==> src/rtl/rv32i_pkg.sv <==
// rv32i_pkg
//   Shared RV32I decode definitions: major opcode constants, the instruction
//   format encoding used on decode_stage.out_fmt, and helpers that map an
//   opcode to its format and build the sign-extended 32-bit immediate.
//   No ports; imported by decode_stage.
package rv32i_pkg;

    localparam logic [6:0] OPC_OP       = 7'b0110011;
    localparam logic [6:0] OPC_OP_IMM   = 7'b0010011;
    localparam logic [6:0] OPC_LOAD     = 7'b0000011;
    localparam logic [6:0] OPC_JALR     = 7'b1100111;
    localparam logic [6:0] OPC_SYSTEM   = 7'b1110011;
    localparam logic [6:0] OPC_MISC_MEM = 7'b0001111;
    localparam logic [6:0] OPC_STORE    = 7'b0100011;
    localparam logic [6:0] OPC_BRANCH   = 7'b1100011;
    localparam logic [6:0] OPC_LUI      = 7'b0110111;
    localparam logic [6:0] OPC_AUIPC    = 7'b0010111;
    localparam logic [6:0] OPC_JAL      = 7'b1101111;

    typedef enum logic [2:0] {
        FMT_R   = 3'd0,
        FMT_I   = 3'd1,
        FMT_S   = 3'd2,
        FMT_B   = 3'd3,
        FMT_U   = 3'd4,
        FMT_J   = 3'd5,
        FMT_ILL = 3'd7
    } fmt_e;

    // Every legal opcode ends in 2'b11, so a compressed/garbage low pair
    // never matches a case item and lands on FMT_ILL.
    function automatic fmt_e opcode_to_fmt(input logic [6:0] opcode);
        fmt_e fmt;
        case (opcode)
            OPC_OP:                                   fmt = FMT_R;
            OPC_OP_IMM, OPC_LOAD, OPC_JALR,
            OPC_SYSTEM, OPC_MISC_MEM:                 fmt = FMT_I;
            OPC_STORE:                                fmt = FMT_S;
            OPC_BRANCH:                               fmt = FMT_B;
            OPC_LUI, OPC_AUIPC:                       fmt = FMT_U;
            OPC_JAL:                                  fmt = FMT_J;
            default:                                  fmt = FMT_ILL;
        endcase
        return fmt;
    endfunction

    function automatic logic [31:0] imm_gen(input fmt_e fmt, input logic [31:0] ir);
        logic [31:0] imm;
        case (fmt)
            FMT_I:   imm = {{20{ir[31]}}, ir[31:20]};
            FMT_S:   imm = {{20{ir[31]}}, ir[31:25], ir[11:7]};
            FMT_B:   imm = {{19{ir[31]}}, ir[31], ir[7], ir[30:25], ir[11:8], 1'b0};
            FMT_U:   imm = {ir[31:12], 12'b0};
            FMT_J:   imm = {{11{ir[31]}}, ir[31], ir[19:12], ir[20], ir[30:21], 1'b0};
            default: imm = 32'd0;
        endcase
        return imm;
    endfunction

endpackage

==> src/rtl/decode_stage_regfile.sv <==
// decode_stage_regfile
//   Integer register file: NREGS x XLEN, two combinational read ports and
//   one synchronous write port. Synchronous reset clears every entry in one
//   cycle. x0 is never written and always reads 0.
// Ports
//   clk, rst            clock, synchronous active-high clear
//   we, waddr, wdata    write port (ignored for waddr == 0)
//   raddr1/2, rdata1/2  read ports
module decode_stage_regfile #(
    parameter int XLEN  = 32,
    parameter int NREGS = 32,
    localparam int AW   = $clog2(NREGS)
) (
    input  logic            clk,
    input  logic            rst,
    input  logic            we,
    input  logic [AW-1:0]   waddr,
    input  logic [XLEN-1:0] wdata,
    input  logic [AW-1:0]   raddr1,
    input  logic [AW-1:0]   raddr2,
    output logic [XLEN-1:0] rdata1,
    output logic [XLEN-1:0] rdata2
);

    logic [XLEN-1:0] regs_q [NREGS];

    always_ff @(posedge clk) begin
        if (rst) begin
            for (int i = 0; i < NREGS; i++) begin
                regs_q[i] <= '0;
            end
        end else if (we && (waddr != '0)) begin
            regs_q[waddr] <= wdata;
        end
    end

    assign rdata1 = (raddr1 == '0) ? '0 : regs_q[raddr1];
    assign rdata2 = (raddr2 == '0) ? '0 : regs_q[raddr2];

endmodule

==> src/rtl/decode_stage.sv <==
// decode_stage
//   Registered RV32I decode stage between fetch and execute. Accepts an
//   instruction + PC, produces register operands, immediate, field slices,
//   format and illegal flag one cycle later. Owns the integer register file
//   and forwards same-cycle writeback into the operands.
// Ports
//   clk, rst                       clock, synchronous active-high reset
//   in_valid/in_ready/in_ir/in_pc  upstream handshake + payload
//   flush                          kill held/incoming instruction
//   wb_we/wb_addr/wb_data          regfile writeback
//   out_valid/out_ready            downstream handshake
//   out_pc, out_rs1_val, out_rs2_val, out_rs1, out_rs2, out_rd,
//   out_imm, out_opcode, out_funct3, out_funct7, out_fmt, out_illegal
//                                  decoded bundle
//
// Handshake: a transfer happens on a rising edge where valid && ready are
// both high. The producer holds valid and payload stable until it transfers;
// in_ready depends only on out_valid and out_ready, never on in_valid.
module decode_stage
    import rv32i_pkg::*;
#(
    parameter int XLEN      = 32,
    parameter int NREGS     = 32,
    parameter int BYPASS_EN = 1,
    localparam int AW       = $clog2(NREGS)
) (
    input  logic            clk,
    input  logic            rst,
    input  logic            in_valid,
    output logic            in_ready,
    input  logic [31:0]     in_ir,
    input  logic [XLEN-1:0] in_pc,
    input  logic            flush,
    input  logic            wb_we,
    input  logic [AW-1:0]   wb_addr,
    input  logic [XLEN-1:0] wb_data,
    output logic            out_valid,
    input  logic            out_ready,
    output logic [XLEN-1:0] out_pc,
    output logic [XLEN-1:0] out_rs1_val,
    output logic [XLEN-1:0] out_rs2_val,
    output logic [AW-1:0]   out_rs1,
    output logic [AW-1:0]   out_rs2,
    output logic [AW-1:0]   out_rd,
    output logic [XLEN-1:0] out_imm,
    output logic [6:0]      out_opcode,
    output logic [2:0]      out_funct3,
    output logic [6:0]      out_funct7,
    output logic [2:0]      out_fmt,
    output logic            out_illegal
);

    // Pipeline register
    logic            valid_q,   valid_d;
    logic [XLEN-1:0] pc_q,      pc_d;
    logic [XLEN-1:0] rs1_val_q, rs1_val_d;
    logic [XLEN-1:0] rs2_val_q, rs2_val_d;
    logic [AW-1:0]   rs1_q,     rs1_d;
    logic [AW-1:0]   rs2_q,     rs2_d;
    logic [AW-1:0]   rd_q,      rd_d;
    logic [XLEN-1:0] imm_q,     imm_d;
    logic [6:0]      opcode_q,  opcode_d;
    logic [2:0]      funct3_q,  funct3_d;
    logic [6:0]      funct7_q,  funct7_d;
    logic [2:0]      fmt_q,     fmt_d;
    logic            illegal_q, illegal_d;

    // Combinational decode of the incoming word
    fmt_e            dec_fmt;
    logic [31:0]     dec_imm32;
    logic [AW-1:0]   dec_rs1, dec_rs2, dec_rd;
    logic [XLEN-1:0] rf_rdata1, rf_rdata2;
    logic            load, stall;
    logic            byp1, byp2;

    assign in_ready = !valid_q || out_ready;
    assign load     = in_valid && in_ready;
    assign stall    = valid_q && !out_ready;

    assign dec_fmt   = opcode_to_fmt(in_ir[6:0]);
    assign dec_imm32 = imm_gen(dec_fmt, in_ir);
    assign dec_rs1   = in_ir[15 +: AW];
    assign dec_rs2   = in_ir[20 +: AW];
    assign dec_rd    = in_ir[7 +: AW];

    decode_stage_regfile #(
        .XLEN  (XLEN),
        .NREGS (NREGS)
    ) u_regfile (
        .clk    (clk),
        .rst    (rst),
        .we     (wb_we),
        .waddr  (wb_addr),
        .wdata  (wb_data),
        .raddr1 (dec_rs1),
        .raddr2 (dec_rs2),
        .rdata1 (rf_rdata1),
        .rdata2 (rf_rdata2)
    );

    // The regfile write lands on the same edge as the load, so without the
    // bypass the operand would capture the pre-write value.
    assign byp1 = (BYPASS_EN != 0) && wb_we && (wb_addr == dec_rs1) && (dec_rs1 != '0);
    assign byp2 = (BYPASS_EN != 0) && wb_we && (wb_addr == dec_rs2) && (dec_rs2 != '0);

    always_comb begin
        valid_d   = valid_q;
        pc_d      = pc_q;
        rs1_val_d = rs1_val_q;
        rs2_val_d = rs2_val_q;
        rs1_d     = rs1_q;
        rs2_d     = rs2_q;
        rd_d      = rd_q;
        imm_d     = imm_q;
        opcode_d  = opcode_q;
        funct3_d  = funct3_q;
        funct7_d  = funct7_q;
        fmt_d     = fmt_q;
        illegal_d = illegal_q;

        if (flush) begin
            valid_d = 1'b0;
        end else if (load) begin
            valid_d = 1'b1;
        end else if (out_ready) begin
            valid_d = 1'b0;
        end

        if (load && !flush) begin
            pc_d      = in_pc;
            rs1_val_d = byp1 ? wb_data : rf_rdata1;
            rs2_val_d = byp2 ? wb_data : rf_rdata2;
            rs1_d     = dec_rs1;
            rs2_d     = dec_rs2;
            rd_d      = dec_rd;
            imm_d     = XLEN'($signed(dec_imm32));
            opcode_d  = in_ir[6:0];
            funct3_d  = in_ir[14:12];
            funct7_d  = in_ir[31:25];
            fmt_d     = dec_fmt;
            illegal_d = (dec_fmt == FMT_ILL) || (in_ir[1:0] != 2'b11);
        end else if (stall) begin
            // Keep held operands coherent with writebacks that retire while
            // execute is not accepting.
            if (wb_we && (wb_addr == rs1_q) && (rs1_q != '0)) rs1_val_d = wb_data;
            if (wb_we && (wb_addr == rs2_q) && (rs2_q != '0)) rs2_val_d = wb_data;
        end
    end

    always_ff @(posedge clk) begin
        if (rst) begin
            valid_q   <= 1'b0;
            pc_q      <= '0;
            rs1_val_q <= '0;
            rs2_val_q <= '0;
            rs1_q     <= '0;
            rs2_q     <= '0;
            rd_q      <= '0;
            imm_q     <= '0;
            opcode_q  <= '0;
            funct3_q  <= '0;
            funct7_q  <= '0;
            fmt_q     <= '0;
            illegal_q <= 1'b0;
        end else begin
            valid_q   <= valid_d;
            pc_q      <= pc_d;
            rs1_val_q <= rs1_val_d;
            rs2_val_q <= rs2_val_d;
            rs1_q     <= rs1_d;
            rs2_q     <= rs2_d;
            rd_q      <= rd_d;
            imm_q     <= imm_d;
            opcode_q  <= opcode_d;
            funct3_q  <= funct3_d;
            funct7_q  <= funct7_d;
            fmt_q     <= fmt_d;
            illegal_q <= illegal_d;
        end
    end

    assign out_valid   = valid_q;
    assign out_pc      = pc_q;
    assign out_rs1_val = rs1_val_q;
    assign out_rs2_val = rs2_val_q;
    assign out_rs1     = rs1_q;
    assign out_rs2     = rs2_q;
    assign out_rd      = rd_q;
    assign out_imm     = imm_q;
    assign out_opcode  = opcode_q;
    assign out_funct3  = funct3_q;
    assign out_funct7  = funct7_q;
    assign out_fmt     = fmt_q;
    assign out_illegal = illegal_q;

endmodule

==> config.mk <==
export PLATFORM = sky130hd
export DESIGN_NAME = decode_stage
export DESIGN_NICKNAME = d
export VERILOG_FILES = /design/src/rtl/rv32i_pkg.sv /design/src/rtl/decode_stage_regfile.sv /design/src/rtl/decode_stage.sv
export SDC_FILE = /design/constraint.sdc
export NUM_CORES = 2
export LEC_CHECK = 0
export BUFFER_PORTS_ARGS = -buffer_cell sky130_fd_sc_hd__buf_4
export CAP_MARGIN = 5
export CORE_MARGIN = 5
export CORE_UTILIZATION = 35
export DETAILED_ROUTE_END_ITERATION = 7
export GPL_ROUTABILITY_DRIVEN = 0
export PLACE_DENSITY = 0.6
export SETUP_SLACK_MARGIN = 0.05
export SYNTH_ARGS = -nofsm -noshare
export SYNTH_HDL_FRONTEND = slang
export SYNTH_HIERARCHICAL = 1
export SYNTH_SLANG_ARGS = --single-unit
==> constraint.sdc <==
create_clock -name clk -period 2.3 [get_ports clk]
set_input_delay 0.23 -clock clk [delete_from_list [all_inputs] [get_ports clk]]
set_output_delay 0.23 -clock clk [all_outputs]
set_load 0.02 [all_outputs]
* Yosys cells after proc, flatten, opt, wreduce, memory -nomap -nowiden
Memories as Yosys holds them, arrays and structs flattened. Index checks and enable logic that the tools add are counted.
Storage, ports and cells: output and inout bits 166, memories 1, bits in registers 165, logic and storage cells 92, bits in writable memories 1024, bits of input ports 107
Cells by class: reductions and logical operators 34, multiplexer cells 22, equality and inequality tests 22
Memory list:
- u_regfile.regs_q | depth 32, bits a word 32, rd ports 2, clocked after Yosys merged registers in 0, wr ports 32, line decode_stage_regfile.sv:25 | logic [XLEN-1:0] regs_q [NREGS];
Operator list (count):
- $mux 32 | 11
- $pmux 32 s5 | 1
- $reduce_or 32->1 | 1
- $eq 7x7->1 const B | 4
- $reduce_bool 5->1 | 5
- $eq 7x6->1 const B | 3
- $eq 5x5->1 | 4
- $pmux 3 s6 | 1
- $eq 7x5->1 const B | 2
- $logic_and 1x1->1 | 12
- $logic_not 5->1 | 2
- $eq 3x3->1 const B | 3
- $mux 1 | 8
- $reduce_bool 2->1 | 4
- $eq 7x2->1 const B | 1
- $eq 7x4->1 const B | 1
- $eq 3x2->1 const B | 2
- $mux 5 | 1
- $reduce_or 5->1 | 1
- $reduce_and 2->1 | 2
- $reduce_or 2->1 | 2
- $eq 3x1->1 const B | 1
- $logic_not 1->1 | 3
- $logic_or 1x1->1 | 2
- $ne 2x2->1 const B | 1

* Longest topological paths before layout
word-level depth 7, mapped depth 11, gate-level depth less buffers 6

* Modules after synthesis
Netlist, hierarchy kept.
By module, submodules not included:
- decode_stage_regfile | cells an instance 3502, seq. area each 30749.5 µm², times used 1, area an instance 54253.3 µm²
- decode_stage | cells an instance 802, seq. area each 3303.2 µm², times used 1, area an instance 6969.2 µm²

* Worst setup path before layout
No wires, ideal clock.
kind input to register, start point in in_ir[22], end point reg rs2_val_q[15] (netlist: out_rs2_val[15]), data required time 2163 ps, buffers on the path 3, stages on the path 9, slack 128 ps, library setup time 137 ps, data arrival time 2034 ps, cell sequence buf_2 buf_2 buf_1 mux4_2 a22o_1 a2111oi_1 nor3_1 mux2i_1 a211oi_1
On the way: elaborated cells between the ends (all ways) 9, classes of those cells eq/ne (1); mux (3); reduce/logical (4); memory (1)
RTL lines:
- start: declaration | line decode_stage.sv:31 | input logic [31:0] in_ir,
- $mem_v2 32x32 / $logic_not 5->1 (equally long branches)
- $mux 32 * | line decode_stage_regfile.sv:38 | assign rdata2 = (raddr2 == '0) ? '0 : regs_q[raddr2];
- net rf_rdata2[15] | line decode_stage.sv:72 | logic [XLEN-1:0] rf_rdata1, rf_rdata2;
- $mux 32 * | line decode_stage.sv:132 | rs2_val_d = byp2 ? wb_data : rf_rdata2;
- $mux 32 * | line decode_stage.sv:129 | if (load && !flush) begin
- end signal: assignment | line decode_stage.sv:169 | rs2_val_q <= rs2_val_d;
- end: declaration | line decode_stage.sv:57 | logic [XLEN-1:0] rs2_val_q, rs2_val_d;
The timed path passes the listed nets; every way through them passes the cells marked *. A chain may end at the register's enable or synchronous reset.

==> impl_metrics.csv <==
group,metric,value,unit
place,post-place-ws,-0.780,ns
sta,fin_crit_sh,1.02,
route,drc_errors,0,
worst_setup_path,reg2reg_from,"u_regfile/regs_q[26][11]$_SDFFCE_PN0P_",
place,io_buffer_count,272,
synthesis,synth.avg_cell_area,14.2,sq um
route,wirelength,222,mm
synthesis,yosysTopAreaCell,"edfxtp_1",
clock_network,cts_tree,"built",
layout,drive_above_1_share,0.325,
clock_network,clock_latency,0.80,ns
clock_network,cts-root-buf,"clkbuf_16",
sta,finalHoldViolations,0,
worst_setup_path,rrSetupSlack,-0.04,ns
sta,max_clock_freq,0.427,GHz
synthesis,async_flop_share,0,
worst_setup_path,r2r_cells,7,
synthesis,synth_compound_area_frac,0.0552,
synthesis,synth_adder_area_share,0,
synthesis,synth_edf_count,1024,
synthesis,synth_top_family_by_area,"multiplexers",
synthesis,synth_area_leaders,"edfxtp_1 (50%), mux4_2 (17%), and2_1 (10%)",
worst_setup_path,reg2reg_to,"out_rs1_val[11]$_SDFFE_PP0P_",
global_routing,grt_pass1_vias,42578,
worst_setup_path,critPathLaunch,"u_regfile/regs_q[26][11]$_SDFFCE_PN0P_",
run_status,violations,"negative setup slack",
flow_run,cap_violations,0,
clock_network,clkSlewWorstSetupHoldPaths,0.06,ns
clock_network,cts_made_buffers,130,
layout,syn2layout_area_growth,24.0,%
layout,nFillCells,15522,
floorplanning,placementRows,153,
worst_setup_path,worstPathRequired,2.95,ns
route,drt_first_pass_iters,5,
synthesis,ys_types,64,
worst_setup_path,path_class,"flip-flop to flip-flop",
synthesis,yosysWarnings,6,
sta,slew_violations,0,
power,powerDensity,714,nW/um^2
place,hpwl,149,mm
synthesis,synth_top_area_frac,0.502,
layout,nets,5015,
worst_setup_path,cp.arrival,3.00,ns
synthesis,synth.most_common_cell,"edfxtp_1",
sta,finalSetupViolations,1,
power,max-vdd-ir-drop,0.642,mV
synthesis,syn_area,61200,sq um
floorplanning,core,174000,sq um
global_routing,grt_max_degree,75,
global_routing,grt.total_usage,0.235,
worst_setup_path,critPathLaunchType,"flip-flop",
floorplanning,die_w,428,um
power,leakage,27.6,nW
route,first_iter_violations,5183,
synthesis,synthXorXnorAreaFrac,0.00243,
floorplanning,dieArea,183000,sq um
sta,rsz0062_at_grt,"true",
floorplanning,initial_utilization,0.352,
worst_setup_path,crit_path_end_kind,"flip-flop",
global_routing,gr-total-overflow,0,
synthesis,synthSimpleGateAreaFrac,0.137,
route,drt-wirelength-per-cell,30.2,um
synthesis,synth_mux_area_frac,0.214,
power,total_power,54.2,mW
route,ant_nets,0,
worst_setup_path,setup.worst_path.end,"out_rs1_val[11]$_SDFFE_PP0P_",
route,viasPerCell,5.78,
sta,fin_skew,0.0316,ns
synthesis,synth_ff_type,"edfxtp_1",
worst_setup_path,worst-path-max-fanout,2,
global_routing,grt_pass1_wl,315,mm
floorplanning,io_pins,273,
route,vias,42457,
worst_hold_path,worstHoldPathType,"input pin to flip-flop",
clock_network,cts.sinks,1189,
clock_network,clockBufferDepth,3,
sta,worst_pin_slew,0.892,ns
sta,period_needed,2.34,ns
run_status,status,"finished, violations left",
synthesis,ys_seq_area_frac,0.556,
synthesis,ys_top_cells_by_count,"edfxtp_1 (1,024), and2_1 (1,002), mux4_2 (472), clkbuf_1 (312), mux2i_1 (214)",
sta,relSlewSlack,0.404,
clock_network,htreeDepth,4,
floorplanning,floorplan.die.height,428,um
sta,setup_ws,-0.0421,ns
synthesis,synth_cells,4304,
synthesis,synth-seq-cells,1189,
global_routing,antenna_found_initial,18,
-- metal layers --
metal / track usage / vias up / part of all wire
met1: 0.313 / 21674 / 0.39
met2: 0.375 / 2671 / 0.46
met4: 0.107 / 0 / 0.050
met3: 0.0450 / 478 / 0.098
met5: 0 / - / 0
li1: - / 17634 / -
-- kinds of logic after synthesis --
family,after synthesis
and+or+nand+nor,1450
DFF,1189
muxes,716
buffers and inverters,467
AOI/OAI and AO/OA,464
xor gates and xnor gates,17
other,1
-- what timing repair did --
action | CTS | global route
setup buffers | 1 | 2
hold buffers | 93 | 0
pin swaps | 4 | 15
setup endpoints to repair | 20 | 31
gates resized for setup | 25 | 45
endpoints found under the hold margin | 992 | 0
-- cells in the final DEF (no fill, tap or decap), drive strengths merged, types with 103 or more instances in the layout --
| master | instances |
|---|---|
| buf | 800 |
| mux2i | 214 |
| nand2 | 156 |
| and2 | 1002 |
| dfxtp | 165 |
| o22ai | 103 |
| nor2 | 122 |
| mux4 | 472 |
| clkbuf | 170 |
| edfxtp | 1024 |
-- state kept, by name, summed over array words and instances, names as in the netlist --
signal and flops:
u_regfile/regs_q 1024, out_imm 32, out_pc 32, out_rs1_val 32, out_rs2_val 32, out_funct7 7, out_opcode 7, out_rd 5
out_rs1 5, out_rs2 5, out_fmt 3, out_funct3 3, out_illegal 1, out_valid 1
-- area by class of cell --
class	count	area [sq um]	share of cell area
tap	2325	2910	0.0383
sequential	1189	34100	0.449
antenna	12	30.0	0.000396
clock inverter	69	841	0.0111
multi-input combinational	2679	25800	0.340
timing repair buffer	894	8760	0.115
inverter	14	52.6	0.000692
clock buffer	169	3470	0.0457
-- where the power goes --
group | switching [mW] | internal [mW]
sequential | 0.723 | 24.6
combinational | 3.94 | 3.49
clock | 9.22 | 12.3
-- how the worst min path moves through the flow --
stage                                    end  slack, ns                      from  depth (start not counted)
finish               out_rs2[0]$_SDFFE_PP0P_       0.05                 in_ir[20]                          4
global placement    out_imm[15]$_SDFFE_PP0P_       0.44  out_imm[15]$_SDFFE_PP0P_                          2
detailed placement  out_imm[19]$_SDFFE_PP0P_       0.45  out_imm[19]$_SDFFE_PP0P_                          2
CTS                  out_imm[2]$_SDFFE_PP0P_      0.006                 in_ir[22]                          4
floorplan             out_valid$_SDFFE_PP0P_       0.35                  in_valid                          1
global route         out_imm[2]$_SDFFE_PP0P_       0.06                 in_ir[22]                          4
-- critical path: stages (launching register included) --
cell      delay [ns]
edfxtp_1        0.41
mux4_2          0.48
mux4_2          0.63
o22ai_2         0.18
nor3_2          0.07
mux2i_2         0.24
buf_4           0.15
a211oi_1        0.06
-- metrics by stage --
stage                     hold WS, ns  instances  instance area [sq um]   util  setup TNS, ns
after floorplan                 0.354       4335                  61300      -              0
final                          0.0510       7351                  75900  0.436        -0.0421
after CTS                     0.00563       7337                  75600  0.434        -0.0868
after detailed placement        0.447       7005                  70200  0.403         -24.46
after global placement          0.440       7005                  70200  0.403         -23.57
after global routing           0.0616       7342                  75900  0.436         -0.100
Note: power is estimated with default switching activity, not from simulation.
